--- src/rtl/clk_pkg.sv ---
// Shared clocking constants for the game core: board clock rate, game-tick
// length and the derived half-period of the 100 ms tick clock.
package clk_pkg;

    localparam int SYS_CLK_HZ = 100_000_000;
    localparam int TICK_MS    = 100;

    // Input cycles per half of the game-tick period (5_000_000 at 100 MHz / 100 ms).
    localparam int HALF_PERIOD = SYS_CLK_HZ / 1000 * TICK_MS / 2;

    localparam int DIV_WIDTH = 32;
    localparam int HP_WIDTH  = 23;

    // True when a non-negative value is representable in 'width' unsigned bits.
    function automatic bit fits_width(input longint value, input int width);
        return (value >= 0) && ((value >> width) == 0);
    endfunction

endpackage : clk_pkg

--- src/rtl/free_run_counter.sv ---
// Free-running up counter, modulo 2^WIDTH, with an asynchronous active-high
// reset and a synchronous preset port (tied off in normal use).
module free_run_counter #(
    parameter int WIDTH = 32
) (
    input  logic             clk,
    input  logic             rst,
    input  logic             load,
    input  logic [WIDTH-1:0] load_value,
    output logic [WIDTH-1:0] count
);

    // Count up every edge; the all-ones value rolls over to zero silently.
    // NOTE: state is updated with non-blocking assignments so every flop samples
    // pre-edge values, and reset sits in the sensitivity list to act asynchronously.
    always_ff @(posedge clk or posedge rst) begin
        if (rst) begin
            count <= '0;
        end else if (load) begin
            count <= load_value;
        end else begin
            count <= count + WIDTH'(1);
        end
    end

endmodule : free_run_counter

--- src/rtl/clk_gen_100ms.sv ---
// Game-core clock generator: a free-running cycle counter (clk_div) and a
// 50%-duty game-tick clock (clk_100ms) with a one-cycle rising-edge pulse.
module clk_gen_100ms #(
    parameter int DIV_WIDTH   = clk_pkg::DIV_WIDTH,
    parameter int HALF_PERIOD = clk_pkg::HALF_PERIOD,
    parameter int HP_WIDTH    = clk_pkg::HP_WIDTH
) (
    input  logic                 clk,
    input  logic                 rst,
    output logic [DIV_WIDTH-1:0] clk_div,
    output logic                 clk_100ms,
    output logic                 tick_100ms
);

    // Reject half-periods that are zero or cannot be held by the counter.
    generate
        if (HALF_PERIOD < 1 || !clk_pkg::fits_width(longint'(HALF_PERIOD) - 1, HP_WIDTH)) begin : g_bad_half_period
            $error("clk_gen_100ms: HALF_PERIOD=%0d must be >= 1 and HALF_PERIOD-1 must fit in %0d bits",
                   HALF_PERIOD, HP_WIDTH);
        end
    endgenerate

    localparam logic [HP_WIDTH-1:0] HP_LAST = HP_WIDTH'(HALF_PERIOD - 1);

    logic [HP_WIDTH-1:0]  hp_cnt;
    logic                 div_load;
    logic [DIV_WIDTH-1:0] div_load_value;

    // Preset hook of the cycle counter; never used in the running design.
    assign div_load       = 1'b0;
    assign div_load_value = '0;

    free_run_counter #(
        .WIDTH (DIV_WIDTH)
    ) u_div (
        .clk        (clk),
        .rst        (rst),
        .load       (div_load),
        .load_value (div_load_value),
        .count      (clk_div)
    );

    // Half-period counter; clk_100ms and tick_100ms are both straight flop outputs.
    always_ff @(posedge clk or posedge rst) begin
        if (rst) begin
            hp_cnt     <= '0;
            clk_100ms  <= 1'b0;
            tick_100ms <= 1'b0;
        end else if (hp_cnt == HP_LAST) begin
            hp_cnt     <= '0;
            clk_100ms  <= ~clk_100ms;
            tick_100ms <= ~clk_100ms;
        end else begin
            hp_cnt     <= hp_cnt + HP_WIDTH'(1);
            tick_100ms <= 1'b0;
        end
    end

endmodule : clk_gen_100ms

--- config.mk ---
export PLATFORM = sky130hd
export DESIGN_NAME = clk_gen_100ms
export DESIGN_NICKNAME = d
export VERILOG_FILES = /design/src/rtl/clk_pkg.sv /design/src/rtl/free_run_counter.sv /design/src/rtl/clk_gen_100ms.sv
export SDC_FILE = /design/constraint.sdc
export NUM_CORES = 1
export LEC_CHECK = 0
export BUFFER_PORTS_ARGS = -buffer_cell sky130_fd_sc_hd__buf_2
export CORE_MARGIN = 2
export CORE_UTILIZATION = 24
export CTS_BUF_LIST = sky130_fd_sc_hd__clkbuf_4 sky130_fd_sc_hd__clkbuf_8 sky130_fd_sc_hd__clkbuf_16
export CTS_CLUSTER_DIAMETER = 200
export DETAILED_ROUTE_END_ITERATION = 16
export GPL_TIMING_DRIVEN = 0
export SLEW_MARGIN = 20
export SYNTH_ARGS = -nofsm -noshare
export SYNTH_HDL_FRONTEND = slang
export SYNTH_SLANG_ARGS = --single-unit
export TNS_END_PERCENT = 10
--- constraint.sdc ---
create_clock -name clk -period 4.1 [get_ports clk]
set_input_delay 0.41 -clock clk [delete_from_list [all_inputs] [get_ports clk]]
set_output_delay 0.41 -clock clk [all_outputs]
set_load 0.005 [all_outputs]
==> Word level (Yosys, flattened, before mapping) <==
Index checks and enable logic that the tools add are counted.
{ "totals": {"register_bits": 57, "inputBits": 2, "wordCells": 10} }
{ "op_classes": {"n_addsub": 2, "n_eq_ne": 1, "n_mux": 2, "bitwise": 1} }
{ "op_table": {"columns": ["cell", "count"], "rows": [
  ["32-bit by 1-bit adder with 32-bit output (second input constant)", 1],
  ["23-bit by 1-bit adder with 23-bit output (second input constant)", 1],
  ["23-bit equality test (second input constant)", 1],
  ["23-bit two-way mux", 1],
  ["1-bit two-way mux", 1],
  ["1-bit inverter", 1]
]} }

==> Logic depth before layout (Yosys ltp) <==
{ "logic_depth": {"depth_word": 2, "mapped_depth": 6, "mapped_depth_nobuf": 5} }

==> Cells and area by module <==
Synthesis repeated with hierarchy kept, for this count alone.
{ "hier_totals": {"hier_cells": 332, "hier_area_um2": 3091.7} }
{ "modules_own_cells": {"columns": ["mod", "n_inst", "cells_per_inst", "area_per_inst_um2", "seq_area_each_um2"], "rows": [
  ["free_run_counter", 1, 218, 1870.5, 800.8],
  ["clk_gen_100ms", 1, 114, 1221.2, 625.6]
]} }

==> Worst setup path before layout <==
No wires, ideal clock.
{ "synth_timing": {"kind": "register to register", "start": "register hp_cnt[0]", "end": "register clk_100ms", "setup_ps": 75, "arrival_time_ps": 1618, "t_required_ps": 4025, "slack_ps": 2407, "stages_incl_launch_ff": 7, "n_path_buf": 1, "cell_sequence": "dfrtp_1 ha_1 nand3_4 or4_4 nor2_2 buf_6 xor2_2"} }
{ "synth_via": {"elab_chain_cells": 1} }
{ "synth_rtl": {"columns": ["element", "line_no", "rtl"], "rows": [
  ["start, declared", "clk_gen_100ms.sv:25", "logic [HP_WIDTH-1:0] hp_cnt;"],
  ["start signal, assigned", "clk_gen_100ms.sv:54", "hp_cnt <= hp_cnt + HP_WIDTH'(1);"],
  ["23-bit equality test", "clk_gen_100ms.sv:49", "end else if (hp_cnt == HP_LAST) begin"],
  ["end signal, assigned", "clk_gen_100ms.sv:51", "clk_100ms <= ~clk_100ms;"],
  ["end, declared", "clk_gen_100ms.sv:11", "output logic clk_100ms,"]
]} }
No other way between the ends.
A chain may end at the register's enable or synchronous reset.

==> Worst setup path in the final report <==
{ "layout_timing": {"start": "register u_div.count[0]", "end": "register u_div.count[24]"} }
{ "layout_via": {"elab_chain_cells": 1} }
{ "layout_rtl": {"columns": ["element", "line_no", "rtl"], "rows": [
  ["start, declared", "free_run_counter.sv:10", "output logic [WIDTH-1:0] count"],
  ["start signal, assigned", "free_run_counter.sv:20", "count <= load_value;"],
  ["start signal, assigned", "free_run_counter.sv:22", "count <= count + WIDTH'(1);"],
  ["32-bit by 1-bit adder with 32-bit output", "free_run_counter.sv:22", null]
]} }
No other way between the ends.

==> impl_metrics.yaml <==
run_status:
  status: "complete, no violations"
routing:
  drt-met1-wl_microns: 2470
  dr_wl_met2_microns: 2220
  firstDrtPassIters: 4
  drt-total-wl_microns: 5010
  wl_per_cell_microns: 11.8
  viasPerCell: 4.39
  via_count: 1864
  drtIter0Drc: 78
  postRouteAntennaNets: 0
  highest_layer: "met4"
  drc: 0
  wl_met3_microns: 228
sta:
  fin_crit_ps: 2000
  clock_skew_ps: 11.9
  hold_violations: 0
  hold_slack_ps: 196
  setup_tns_ps: 0
  tightest_slew_ps: 695
  period_share_pct: 48.8
  relSlewSlack_pct: 53.7
  rsz0062_at_grt: "false"
  final-setup-viol-count: 0
  final_max_slew_viol_count: 0
  fmax_mhz: 500
clocking:
  clkTransAtPathRegs_ps: 70
  postCtsSetupRepairBufs: 0
  htreeDepth: 3
  clockBufferDepth: 2
  cts.sinks: 57
  cts_resized: 0
  holdBufCountCts: 0
  numCtsBuffers: 9
  clk_latency_ps: 330
  cts_tree: "done"
  cts_root_buf: "clkbuf_8"
place:
  portBuffers: 35
  place.gp.congestion: 0.764
  dp_hpwl_microns: 3500
  dpl.cell_count: 410
setup_path:
  path_class: "reg2reg"
  crit_arrival_ps: 2210
  critPathCaptureType: "register"
  cp_max_fo: 10
  crit_path_start_kind: "register"
  cp.required_ps: 4310
power_and_ir_drop:
  comb_power_share_pct: 1.0
  leakage_nw: 1.46
  clkPwrFrac_pct: 49.1
  p_seq_share_pct: 49.9
  power.density_nw_per_um2: 356
  swShare_pct: 19.7
  switchingPower_uw: 222
  finalPower_mw: 1.13
  p_int_uw: 906
  vdd_drop_max_mv: 0.166
floorplan:
  io_pins: 36
  rows: 38
  dieArea_sq_um: 11700
  core_area_sq_um: 10700
  dieHeight_microns: 108
  initial_core_util_pct: 24.3
  die_w_microns: 108
final_layout:
  fillers: 1093
  multi_input_area_sq_um: 1110
  areaGrowthSynthToFinish_pct: 21.8
  instances_no_fill: 425
  drive_gt1_share_pct: 22.5
  nNetsFinal: 285
  antenna_cells: 0
  final-seq-area_sq_um: 1430
synthesis:
  ys_seq_area_share_pct: 54.9
  syn-cell-area_sq_um: 2600
  synthCells: 235
  ys_types: 33
  ys_ff_latch: 57
  ys_warn_count: 0
  syn_area_per_cell_sq_um: 11.1
  synth_nets: 239
global_routing:
  grt_max_degree: 58
  antenna_found_initial: 0
  grt-ovfl-total: 0
  grt_util_all_layers_pct: 9.32
  grt_pass1_wl_microns: 8630
  grt_pass1_vias: 1800
job:
  maxCapViolCount: 0
worst_hold_path:
  hp-class: "in2async"
## path summary, 6_finish.rpt
kind | from | cells past startpoint | end | slack (ps)
max in group asynchronous | rst | 2 | u_div.count[14]$_DFF_PP0_ | 3430
min in group clk | u_div.count[31]$_DFF_PP0_ | 1 | u_div.count[31]$_DFF_PP0_ | 470
setup reg to reg | u_div.count[0]$_DFF_PP0_ | 6 | u_div.count[24]$_DFF_PP0_ | 2100
setup / recovery | u_div.count[0]$_DFF_PP0_ | 6 | u_div.count[24]$_DFF_PP0_ | 2100
hold / removal | rst | 2 | tick_100ms$_DFF_PP0_ | 200
hold reg to reg | u_div.count[31]$_DFF_PP0_ | 1 | u_div.count[31]$_DFF_PP0_ | 470
## Yosys cell counts
cell type | count | share of area, %
ha_1 | 2 | 0.96
nor2b_1 | 2 | 0.48
or4_4 | 1 | 0.43
nor3b_1 | 1 | 0.29
nor3_1 | 6 | 1.2
nand4_2 | 1 | 0.48
mux2i_1 | 1 | 0.39
nor4_1 | 2 | 0.48
a31o_2 | 1 | 0.34
nor4_2 | 2 | 0.96
o21ai_0 | 2 | 0.39
and4_1 | 4 | 1.3
nand4b_1 | 3 | 1.0
nor2_1 | 20 | 2.9
nor2_2 | 1 | 0.24
or2_2 | 1 | 0.24
nand4_1 | 21 | 5.1
clkbuf_1 | 3 | 0.43
buf_6 | 1 | 0.43
a21oi_1 | 1 | 0.19
and2_1 | 1 | 0.24
buf_2 | 3 | 0.58
inv_1 | 8 | 1.2
and3_1 | 6 | 1.4
nor4b_1 | 1 | 0.34
nand2_1 | 16 | 2.3
nand3_4 | 1 | 0.67
xor2_2 | 1 | 0.63
nand3_1 | 16 | 3.1
xor2_1 | 7 | 2.4
dfrtp_1 | 57 | 55
o2bb2ai_1 | 1 | 0.34
xnor2_1 | 41 | 14
## routing by layer
metal	up-vias	GRT usage (%)
li1	899	-
met4	0	3.94
met3	9	2.89
met2	45	13.6
met1	911	12.8
met5	-	0
## flip-flops by register name, summed over array words and instances, names as in the netlist
register	flops
u_div.count	32
tick_100ms	1
hp_cnt	23
clk_100ms	1
## metrics by stage
step	util (%)	area (sq um)	worst slack [ps]
CTS	29.6	3170	2090
global placement	27.6	2950	1520
finish	29.6	3170	2100
global route	29.6	3170	1970
floorplan	-	2600	2290
detailed placement	27.6	2950	2110
## placed cells by master, fill, tap and decap left out, types with 2 or more instances in the layout
master	instances
and3_1	6
and4_1	4
buf_2	38
clkbuf_1	3
clkbuf_8	13
dfrtp_1	57
ha_1	2
inv_1	7
nand2_1	16
nand3_1	16
nand4_1	21
nand4b_1	3
nor2_1	20
nor2b_1	2
nor3_1	6
nor4_1	2
nor4_2	2
o21ai_0	2
xnor2_1	41
xor2_1	7
## kinds of logic (layout without fill, tap and decap cells)
kind of cell    Yosys count  in the layout  share of synthesized area, %
simple gates            106            106                          23.1
buf+inv                  15             65                          2.60
compound gates            5              5                          1.25
fa+ha+maj                 2              2                         0.962
flops                    57             57                          54.9
mux                       1              1                         0.385
xor+xnor                 49             49                          16.8
## critical path: stages, from the launching register on
cell and delay [ps]:
dfrtp_1 420, ha_1 220, and4_1 270, nor3b_1 360, buf_2 320, nand4_1 150
xnor2_1 150
## area by class of cell
type | count | area share [%]
repair buffers | 35 | 5.53
well taps | 140 | 5.53
multi-input cells | 163 | 34.9
plain buffers | 7 | 1.19
flip-flops and latches | 57 | 45.0
inverters | 8 | 1.03
clock inverters | 2 | 1.11
clock buffers | 13 | 5.65
## power groups by stage
stage	Sequential (mW)	Combinational [mW]	Clock [mW]
4_1_cts	0.562	0.0125	0.574
3_3_place_gp	0.573	0.0120	0
2_1_floorplan	0.573	0.00821	0
5_1_grt	0.562	0.0142	0.595
6_report	0.563	0.0113	0.554
3_5_place_dp	0.573	0.0124	0
Power figures use the tool's default switching activity.
